$ cat src/rtl/spi_slave_if.sv
// ---------------------------------------------------------------------------
// spi_slave_if
//   Parallel-side bundle between spi_slave and the local register/bus logic.
//
//   Signals (directions as seen from the SPI slave):
//     tx_data_i     in   response word for the next frame
//     tx_valid_i    in   tx_data_i valid
//     tx_ready_o    out  TX holding buffer empty
//     rx_data_o     out  last complete received word
//     rx_valid_o    out  one-cycle pulse: rx_data_o updated
//     tx_underrun_o out  one-cycle pulse: frame started with empty TX buffer
//     frame_err_o   out  one-cycle pulse: CS released before a full word
//     busy_o        out  frame in progress
//
//   Handshake: a TX word transfers on any rising clk edge where
//   tx_valid_i && tx_ready_o. The producer holds tx_data_i stable while
//   tx_valid_i is high and not yet accepted; ready never depends on valid.
//   RX has no backpressure: rx_data_o is valid in the cycle rx_valid_o is
//   high and stays put until the next complete frame.
// ---------------------------------------------------------------------------
interface spi_slave_if #(
  parameter int DATA_WIDTH = 8
);
  logic [DATA_WIDTH-1:0] tx_data_i;
  logic                  tx_valid_i;
  logic                  tx_ready_o;
  logic [DATA_WIDTH-1:0] rx_data_o;
  logic                  rx_valid_o;
  logic                  tx_underrun_o;
  logic                  frame_err_o;
  logic                  busy_o;

  modport slave (
    input  tx_data_i, tx_valid_i,
    output tx_ready_o, rx_data_o, rx_valid_o, tx_underrun_o, frame_err_o, busy_o
  );

  modport master (
    output tx_data_i, tx_valid_i,
    input  tx_ready_o, rx_data_o, rx_valid_o, tx_underrun_o, frame_err_o, busy_o
  );
endinterface

$ cat src/rtl/spi_slave.sv
// ---------------------------------------------------------------------------
// spi_slave
//   SPI target for the 8-bit SPI master link (CS active low, SCLK idles high,
//   master drives MOSI on falling edges and samples MISO on rising edges,
//   MSB first). SCLK/CS/MOSI are oversampled in the clk_i domain, which must
//   run at least 4x SCLK.
//
//   Ports:
//     clk_i        system clock
//     aresetn_i    asynchronous active-low reset
//     sclk_i       SPI clock from master
//     cs_i         chip select, active low
//     mosi_i       serial data from master
//     miso_o       serial data to master
//     miso_oe_o    MISO output enable, high while a frame is active
//     dbg_state_o  current FSM state (0 IDLE, 1 ACTIVE, 2 DONE)
//     bus          parallel TX/RX side, see spi_slave_if
// ---------------------------------------------------------------------------
module spi_slave #(
  parameter int                    DATA_WIDTH  = 8,
  parameter int                    SYNC_STAGES = 2,  // must be >= 2
  parameter logic [DATA_WIDTH-1:0] IDLE_TX     = {DATA_WIDTH{1'b1}}
) (
  input  logic        clk_i,
  input  logic        aresetn_i,
  input  logic        sclk_i,
  input  logic        cs_i,
  input  logic        mosi_i,
  output logic        miso_o,
  output logic        miso_oe_o,
  output logic [1:0]  dbg_state_o,
  spi_slave_if.slave  bus
);

  localparam int CNT_W = $clog2(DATA_WIDTH + 1);
  localparam logic [CNT_W-1:0] LAST_BIT = CNT_W'(DATA_WIDTH - 1);

  typedef enum logic [1:0] {
    ST_IDLE   = 2'd0,
    ST_ACTIVE = 2'd1,
    ST_DONE   = 2'd2
  } state_t;

  // Synchronizers, preset to the idle line levels so reset release does not
  // look like an edge on a quiet bus.
  logic [SYNC_STAGES-1:0] r_sclk_sync;
  logic [SYNC_STAGES-1:0] r_cs_sync;
  logic [SYNC_STAGES-1:0] r_mosi_sync;
  logic                   r_sclk_d;
  logic                   r_cs_d;

  logic w_sclk_s, w_cs_s, w_mosi_s;
  logic w_sclk_rise, w_sclk_fall, w_cs_fall, w_cs_rise;

  always_ff @(posedge clk_i or negedge aresetn_i) begin
    if (!aresetn_i) begin
      r_sclk_sync <= '1;
      r_cs_sync   <= '1;
      r_mosi_sync <= '0;
      r_sclk_d    <= 1'b1;
      r_cs_d      <= 1'b1;
    end else begin
      r_sclk_sync <= {r_sclk_sync[SYNC_STAGES-2:0], sclk_i};
      r_cs_sync   <= {r_cs_sync[SYNC_STAGES-2:0], cs_i};
      r_mosi_sync <= {r_mosi_sync[SYNC_STAGES-2:0], mosi_i};
      r_sclk_d    <= w_sclk_s;
      r_cs_d      <= w_cs_s;
    end
  end

  assign w_sclk_s    = r_sclk_sync[SYNC_STAGES-1];
  assign w_cs_s      = r_cs_sync[SYNC_STAGES-1];
  // MOSI goes through the same depth as SCLK, so at a synced rise it holds
  // the bit the master set up before that physical rise.
  assign w_mosi_s    = r_mosi_sync[SYNC_STAGES-1];
  assign w_sclk_rise =  w_sclk_s & ~r_sclk_d;
  assign w_sclk_fall = ~w_sclk_s &  r_sclk_d;
  assign w_cs_fall   = ~w_cs_s   &  r_cs_d;
  assign w_cs_rise   =  w_cs_s   & ~r_cs_d;

  state_t                r_state;
  logic [DATA_WIDTH-1:0] r_tx_buf;
  logic                  r_tx_full;
  logic [DATA_WIDTH-1:0] r_tx_shift;
  logic [DATA_WIDTH-1:0] r_rx_shift;
  logic [CNT_W-1:0]      r_bit_cnt;
  logic                  r_miso;
  logic                  r_miso_oe;
  logic                  r_busy;
  logic [DATA_WIDTH-1:0] r_rx_data;
  logic                  r_rx_pend;
  logic                  r_rx_valid;
  logic                  r_underrun;
  logic                  r_frame_err;

  always_ff @(posedge clk_i or negedge aresetn_i) begin
    if (!aresetn_i) begin
      r_state     <= ST_IDLE;
      r_tx_buf    <= '0;
      r_tx_full   <= 1'b0;
      r_tx_shift  <= '0;
      r_rx_shift  <= '0;
      r_bit_cnt   <= '0;
      r_miso      <= 1'b0;
      r_miso_oe   <= 1'b0;
      r_busy      <= 1'b0;
      r_rx_data   <= '0;
      r_rx_pend   <= 1'b0;
      r_rx_valid  <= 1'b0;
      r_underrun  <= 1'b0;
      r_frame_err <= 1'b0;
    end else begin
      // rx_data_o is updated one cycle before rx_valid_o is raised.
      r_rx_valid  <= r_rx_pend;
      r_rx_pend   <= 1'b0;
      r_underrun  <= 1'b0;
      r_frame_err <= 1'b0;

      // Accept only into an empty buffer, so this never collides with the
      // frame-start consume below (that path requires a full buffer). A word
      // written in the load cycle therefore waits for the next frame.
      if (bus.tx_valid_i && !r_tx_full) begin
        r_tx_buf  <= bus.tx_data_i;
        r_tx_full <= 1'b1;
      end

      case (r_state)
        ST_IDLE: begin
          if (w_cs_fall) begin
            if (r_tx_full) begin
              r_tx_shift <= r_tx_buf;
              r_miso     <= r_tx_buf[DATA_WIDTH-1];
              r_tx_full  <= 1'b0;
            end else begin
              r_tx_shift <= IDLE_TX;
              r_miso     <= IDLE_TX[DATA_WIDTH-1];
              r_underrun <= 1'b1;
            end
            r_bit_cnt <= '0;
            r_miso_oe <= 1'b1;
            r_busy    <= 1'b1;
            r_state   <= ST_ACTIVE;
          end
        end

        ST_ACTIVE: begin
          if (w_sclk_rise) begin
            r_rx_shift <= {r_rx_shift[DATA_WIDTH-2:0], w_mosi_s};
            r_bit_cnt  <= r_bit_cnt + 1'b1;
            if (r_bit_cnt == LAST_BIT) begin
              r_rx_data <= {r_rx_shift[DATA_WIDTH-2:0], w_mosi_s};
              r_rx_pend <= 1'b1;
              // CS rising together with the final rise still completes.
              if (w_cs_rise) begin
                r_miso_oe <= 1'b0;
                r_miso    <= 1'b0;
                r_busy    <= 1'b0;
                r_state   <= ST_IDLE;
              end else begin
                r_state   <= ST_DONE;
              end
            end else if (w_cs_rise) begin
              r_frame_err <= 1'b1;
              r_miso_oe   <= 1'b0;
              r_miso      <= 1'b0;
              r_busy      <= 1'b0;
              r_state     <= ST_IDLE;
            end
          end else if (w_cs_rise) begin
            r_frame_err <= 1'b1;
            r_miso_oe   <= 1'b0;
            r_miso      <= 1'b0;
            r_busy      <= 1'b0;
            r_state     <= ST_IDLE;
          end else if (w_sclk_fall && (r_bit_cnt != '0)) begin
            // The master's leading fall (count 0) is skipped: the MSB has
            // been on the line since CS fell.
            r_tx_shift <= r_tx_shift << 1;
            r_miso     <= r_tx_shift[DATA_WIDTH-2];
          end
        end

        ST_DONE: begin
          if (w_cs_rise) begin
            r_miso_oe <= 1'b0;
            r_miso    <= 1'b0;
            r_busy    <= 1'b0;
            r_state   <= ST_IDLE;
          end
        end

        default: r_state <= ST_IDLE;
      endcase
    end
  end

  assign miso_o            = r_miso;
  assign miso_oe_o         = r_miso_oe;
  assign dbg_state_o       = r_state;
  assign bus.tx_ready_o    = ~r_tx_full;
  assign bus.rx_data_o     = r_rx_data;
  assign bus.rx_valid_o    = r_rx_valid;
  assign bus.tx_underrun_o = r_underrun;
  assign bus.frame_err_o   = r_frame_err;
  assign bus.busy_o        = r_busy;

endmodule

$ cat src/flat_wrapper.sv
// flat-port wrapper written by rule: the top's interface ports become plain ports
module spi_slave_flat 
#(
  parameter int                    DATA_WIDTH  = 8,
  parameter int                    SYNC_STAGES = 2,                 
  parameter logic [DATA_WIDTH-1:0] IDLE_TX     = {DATA_WIDTH{1'b1}}
)
  (clk_i, aresetn_i, sclk_i, cs_i, mosi_i, miso_o, miso_oe_o, dbg_state_o, bus_tx_data_i, bus_tx_valid_i, bus_tx_ready_o, bus_rx_data_o, bus_rx_valid_o, bus_tx_underrun_o, bus_frame_err_o, bus_busy_o);
  spi_slave_if #(.DATA_WIDTH(DATA_WIDTH)) bus_i ();
  input  logic clk_i;
  input  logic aresetn_i;
  input  logic sclk_i;
  input  logic cs_i;
  input  logic mosi_i;
  output logic miso_o;
  output logic miso_oe_o;
  output logic [1:0] dbg_state_o;
  input wire logic [$bits(bus_i.tx_data_i)-1:0] bus_tx_data_i;
  input wire logic [$bits(bus_i.tx_valid_i)-1:0] bus_tx_valid_i;
  output wire logic [$bits(bus_i.tx_ready_o)-1:0] bus_tx_ready_o;
  output wire logic [$bits(bus_i.rx_data_o)-1:0] bus_rx_data_o;
  output wire logic [$bits(bus_i.rx_valid_o)-1:0] bus_rx_valid_o;
  output wire logic [$bits(bus_i.tx_underrun_o)-1:0] bus_tx_underrun_o;
  output wire logic [$bits(bus_i.frame_err_o)-1:0] bus_frame_err_o;
  output wire logic [$bits(bus_i.busy_o)-1:0] bus_busy_o;
  assign bus_i.tx_data_i = bus_tx_data_i;
  assign bus_i.tx_valid_i = bus_tx_valid_i;
  assign bus_tx_ready_o = bus_i.tx_ready_o;
  assign bus_rx_data_o = bus_i.rx_data_o;
  assign bus_rx_valid_o = bus_i.rx_valid_o;
  assign bus_tx_underrun_o = bus_i.tx_underrun_o;
  assign bus_frame_err_o = bus_i.frame_err_o;
  assign bus_busy_o = bus_i.busy_o;
  spi_slave #(.DATA_WIDTH(DATA_WIDTH), .SYNC_STAGES(SYNC_STAGES), .IDLE_TX(IDLE_TX)) u_core (.clk_i(clk_i), .aresetn_i(aresetn_i), .sclk_i(sclk_i), .cs_i(cs_i), .mosi_i(mosi_i), .miso_o(miso_o), .miso_oe_o(miso_oe_o), .dbg_state_o(dbg_state_o), .bus(bus_i));
endmodule
$ cat config.mk
export PLATFORM = sky130hd
export DESIGN_NAME = spi_slave_flat
export DESIGN_NICKNAME = d
export VERILOG_FILES = /design/src/rtl/spi_slave_if.sv /design/src/rtl/spi_slave.sv /design/src/flat_wrapper.sv
export SDC_FILE = /design/constraint.sdc
export NUM_CORES = 1
export LEC_CHECK = 0
export ABC_CLOCK_PERIOD_IN_PS = 2300
export BUFFER_PORTS_ARGS = -buffer_cell sky130_fd_sc_hd__buf_2
export CELL_PAD_IN_SITES_DETAIL_PLACEMENT = 1
export CELL_PAD_IN_SITES_GLOBAL_PLACEMENT = 2
export CORE_MARGIN = 4
export CORE_UTILIZATION = 38
export DETAILED_ROUTE_END_ITERATION = 7
export PLACE_DENSITY = 0.83
export SYNTH_ARGS = -nofsm -noshare
export SYNTH_HDL_FRONTEND = slang
export SYNTH_SLANG_ARGS = --single-unit
$ cat constraint.sdc
create_clock -name clk_i -period 2.3 [get_ports clk_i]
set_input_delay 0.69 -clock clk_i [delete_from_list [all_inputs] [get_ports clk_i]]
set_output_delay 0.69 -clock clk_i [all_outputs]
set_load 0.02 [all_outputs]
# Word-level counts from Yosys, hierarchy flattened
# Index checks and enable logic that the tools add are counted.
dict set report totals {
  regBits 51
  output_inout_bits 17
  romBits 0
  latch_bits 0
  mem_bits_rw 0
  mem_count 0
}
dict set report classes {
  n_mul 0
  magnitude_cmp 0
  n_reduce_logical 15
  addsub 1
  shift 0
  eq_ne 10
  bitwise 9
  div_mod_pow 0
  mux 39
}
# operator count
set op_table {}
lappend op_table {{$mux 7} 5}
lappend op_table {{$mux 1} 22}
lappend op_table {{$pmux 7 s2} 1}
lappend op_table {{$reduce_and 3->1} 4}
lappend op_table {{$mux 2} 5}
lappend op_table {{$mux 4} 2}
lappend op_table {{$ne 2x1->1 const B} 4}
lappend op_table {{$pmux 4 s2} 1}
lappend op_table {{$pmux 2 s3} 1}
lappend op_table {{$not 1->1} 5}
lappend op_table {{$reduce_and 5->1} 1}
lappend op_table {{$add 4x1->4 const B} 1}
lappend op_table {{$and 1x1->1} 4}
lappend op_table {{$eq 4x3->1 const B} 1}
lappend op_table {{$ne 2x2->1 const B} 2}
lappend op_table {{$ne 4x1->1 const B} 1}
lappend op_table {{$reduce_bool 2->1} 2}
lappend op_table {{$reduce_bool 4->1} 1}
lappend op_table {{$pmux 1 s3} 1}
lappend op_table {{$reduce_bool 3->1} 1}
lappend op_table {{$eq 2x1->1 const B} 1}
lappend op_table {{$eq 2x2->1 const B} 1}
lappend op_table {{$logic_and 1x1->1} 2}
lappend op_table {{$logic_not 2->1} 1}
lappend op_table {{other kinds (4)} 4}

# Longest topological paths before layout
dict set report depth {
  word_depth 7
  depth_mapped 7
  depth_no_buf 6
}

# Worst setup path after synthesis
# OpenSTA, ideal clock, no wires.
dict set report synth_timing {
  path_kind {register to register}
  from {register u_core.r_state[0] (netlist: u_core.dbg_state_o[0])}
  to {register u_core.r_tx_shift[6]}
  setup_time_ps 125
  synth_period_minus_slack_ps 1886
  setup_slack_ps 414
  path_stages_with_launch 8
  n_path_buf 1
  t_arrival_ps 1761
  path_cell_list {dfrtp_1 > inv_1 > ha_1 > buf_4 > nand3b_2 > nor2_4 > a31oi_4 > mux2_4}
}
dict set report synth_via {
  elab_chain_cells 3
  word_cells_on_any_way 9
  cone_classes {5 x eq/ne; 1 x mux; 3 x reduce/logical}
}
# element line
set synth_lines {}
lappend synth_lines {{start: declaration} spi_slave.sv:81} ;# state_t r_state;
lappend synth_lines {{start signal: assignment} spi_slave.sv:98} ;# r_state <= ST_IDLE;
lappend synth_lines {{start signal: assignment} spi_slave.sv:142} ;# r_state <= ST_ACTIVE;
lappend synth_lines {{start signal: assignment} spi_slave.sv:158} ;# r_state <= ST_IDLE;
lappend synth_lines {{$eq 2x1->1 or $logic_not 2->1 (tied branches)} spi_slave.sv:127} ;# case (r_state)
lappend synth_lines {{$ne 2x2->1 (no source line) (tied with other cells)} --}
lappend synth_lines {{$reduce_and 5->1 (no source line)} --}
lappend synth_lines {{end signal: assignment} spi_slave.sv:131} ;# r_tx_shift <= r_tx_buf;
lappend synth_lines {{end signal: assignment} spi_slave.sv:178} ;# r_tx_shift <= r_tx_shift << 1;
lappend synth_lines {{end: declaration} spi_slave.sv:84} ;# logic [DATA_WIDTH-1:0] r_tx_shift;
# Several ways; a longest one is shown, not always the timed one.
# A chain may end at the register's enable or synchronous reset.

# Worst setup path after layout
dict set report layout_timing {
  from {register u_core.r_state[1] (netlist: u_core.dbg_state_o[1])}
  to {register u_core.r_tx_shift[5]}
}
# Same word-level chain as after synthesis.

==> run summary <==
Initial DRC Count = 61
Setup TNS = 0 ns
Drt total wl = 4.57 mm
Post-layout min period = 2.04 ns
Via count = 1449
Initial Util = 40.1%
Slew HR = 68.0%
Clock Latency Late Sink = 0.30 ns
CTS tree = built
Fmax = 489 MHz
Htree depth = 2
Worst path required time = 2.52 ns
Post-CTS Repair Setup Buffers = 0
Sequential cell area fraction in the yosys report = 56.7%
CTS Sinks = 51
Inserted Diodes = 0
Critical path type = flop to flop
First-pass GRT wire length = 8.07 mm
CP Max Fanout = 12
CTS Hold Buffers Added = 0
P&R area growth vs syn = 16.1%
DRT antenna net count = 0
Total iterations of the first detailed-routing run = 4
Netlist cell types = 39
RSZ-0062 raised after global routing = no
Row count = 27
Core area = 5640 um2
Max Clock Skew = 0.00293 ns
Clock-pin slew on the worst setup and hold paths = 0.09 ns
CTS resizes = 0
Max Buffers Root-to-Sink = 2
Worst IR Drop VDD = 0.000406 V
Initial antenna violation count = 0
Cell taking the most area after synthesis = dfrtp_1
Die W = 85.2 um
CP arrival = 2.26 ns
Vias in the first global route = 1588
Syn nets = 197
HP Class = input pin to async pin
# IOs = 31
Design Power = 0.00291 W
Crit start category = flop
Pleak = 1.30 nW
Final hold vios = 0
Input/output buffers = 30
Syn Inst Count = 177
Mapped Area = 2260 um2
Synthesis Warnings = 0
Max Cap Viol = 0
Pwr/cell area = 1110 nW/um2
Yosys reg bits = 51
Status = complete, no violations
Type of destination of the critical path = flop
Routed WL per cell = 16.0 um
Final HPWL DP = 3.41 mm
Die Area = 7250 um2
Final worst path period share = 88.9%
RePlAce Congestion = 0.777
CTS Buf Count = 5
Yosys top cell area share = 49.8%
Syn_area_per_cell = 12.8 um2
Largest net degree at the start of global routing = 33
Root Buffer = clkbuf_8
# DRC = 0
Die H = 85.2 um
Via density = 5.07
Final number of setup-violating endpoints = 0
Slew Viols, Final = 0
Synth area leaders = dfrtp_1 50%, mux2_2 11%, dfstp_2 7.0%
Nets = 233
Least-Margin Pin Slew = 0.480 ns
All-Layer GR Usage = 13.9%
Share of cells above drive strength 1 = 37.9%
GRT overflow = 0
stage by stage:
step	std cells	area, um2	setup slack (ns)	hold WS, ns	utilization (%)
after floorplan	177	2260	0.414	0.331	-
after global placement	278	2500	0.388	0.332	44.4
after detailed placement	278	2500	0.259	0.336	44.4
after CTS	286	2630	0.240	0.338	46.6
after global routing	286	2630	0.0962	0.345	46.6
final	286	2630	0.256	0.333	46.6
cells in the mapped netlist, drive strengths merged:
library cell  number
nand2b             5
a21bo              2
o21a               1
dfrtp             45
a32o               1
nand3b             4
o311ai             1
a21o               3
and2               2
a221o              1
nand4              1
a21oi              8
mux2i              6
mux2              25
a31oi              1
o221ai             1
nand2              7
nor3b              2
a32oi              1
o22ai              6
nor2              12
o31a               1
nand3              1
buf                6
o21ai              4
ha                 6
dfstp              6
nor2b              4
a22oi              1
inv               13
cells in the final DEF (no fill, tap or decap), drive strengths merged, types with 2 or more instances in the layout:
| cell | synthesis | layout |
|---|---|---|
| dfrtp | 45 | 45 |
| buf | 6 | 35 |
| mux2 | 25 | 25 |
| inv | 13 | 14 |
| nor2 | 12 | 12 |
| a21oi | 8 | 8 |
| nand2 | 7 | 7 |
| o22ai | 6 | 6 |
| mux2i | 6 | 6 |
| ha | 6 | 6 |
| clkbuf | 0 | 6 |
| dfstp | 6 | 6 |
| nand2b | 5 | 5 |
| nor2b | 4 | 4 |
| o21ai | 4 | 4 |
| nand3b | 4 | 4 |
| a21o | 3 | 3 |
| and2 | 2 | 2 |
| nor3b | 2 | 2 |
| a21bo | 2 | 2 |
logic make-up after synthesis:
kind of cell | synth area share [%]
buffers and inverters | 4.26
muxes | 15.3
adders and majority gates | 3.32
and+or+nand+nor | 9.96
DFF | 56.7
AOI/OAI and AO/OA | 10.5
flip-flops by register name, summed over array words and instances, names as in the netlist, 4 cells and up:
name                  flops
u_core.bus.rx_data_o      8
u_core.r_tx_buf           8
u_core.r_rx_shift         7
u_core.r_tx_shift         7
u_core.r_bit_cnt          4
worst max-delay path: stages (launching register included):
cell     delay [ns]
dfrtp_1        0.43
inv_1          0.13
ha_1           0.47
nand2_2        0.11
a21o_1         0.22
a31oi_4        0.19
buf_4          0.20
mux2i_1        0.22
worst paths after layout:
path | start | endpoint | slack (ns) | depth (start not counted)
max | u_core.dbg_state_o[1] | u_core.r_tx_shift[5] | 0.26 | 7
min | aresetn_i | u_core.bus.rx_data_o[6] | 0.33 | 1
max reg2reg | u_core.dbg_state_o[1] | u_core.r_tx_shift[5] | 0.26 | 7
min reg2reg | u_core.r_mosi_sync[0] | u_core.r_mosi_sync[1] | 0.36 | 0
max in group asynchronous | aresetn_i | u_core.r_sclk_sync[1] | 1.37 | 2
min in group clk_i | u_core.r_mosi_sync[0] | u_core.r_mosi_sync[1] | 0.36 | 0
power by group:
group	switching, W	total (W)	internal [W]
combinational	0.000488	0.000925	0.000436
clock	0.000302	0.000660	0.000358
sequential	0.000174	0.00132	0.00115
total	0.000964	0.00291	0.00194
metal layers:
metal / up-vias / track usage [%] / routed length, um
met5: - / 0 / 0
met1: 729 / 18.9 / 2100
met4: 0 / 3.45 / 38
met3: 4 / 3.40 / 151
met2: 24 / 22.5 / 2280
li1: 692 / - / -
final cells by class:
cell class / count / area [um2]
multi-input cells: 107 / 882
inverters: 13 / 48.8
well taps: 72 / 90.1
clock buffers: 6 / 82.6
flip-flops and latches: 51 / 1280
repair buffers: 35 / 200
fillers: 604 / 3020
clock inverters: 2 / 38.8
No activity file was read; power rests on OpenSTA's default activity.
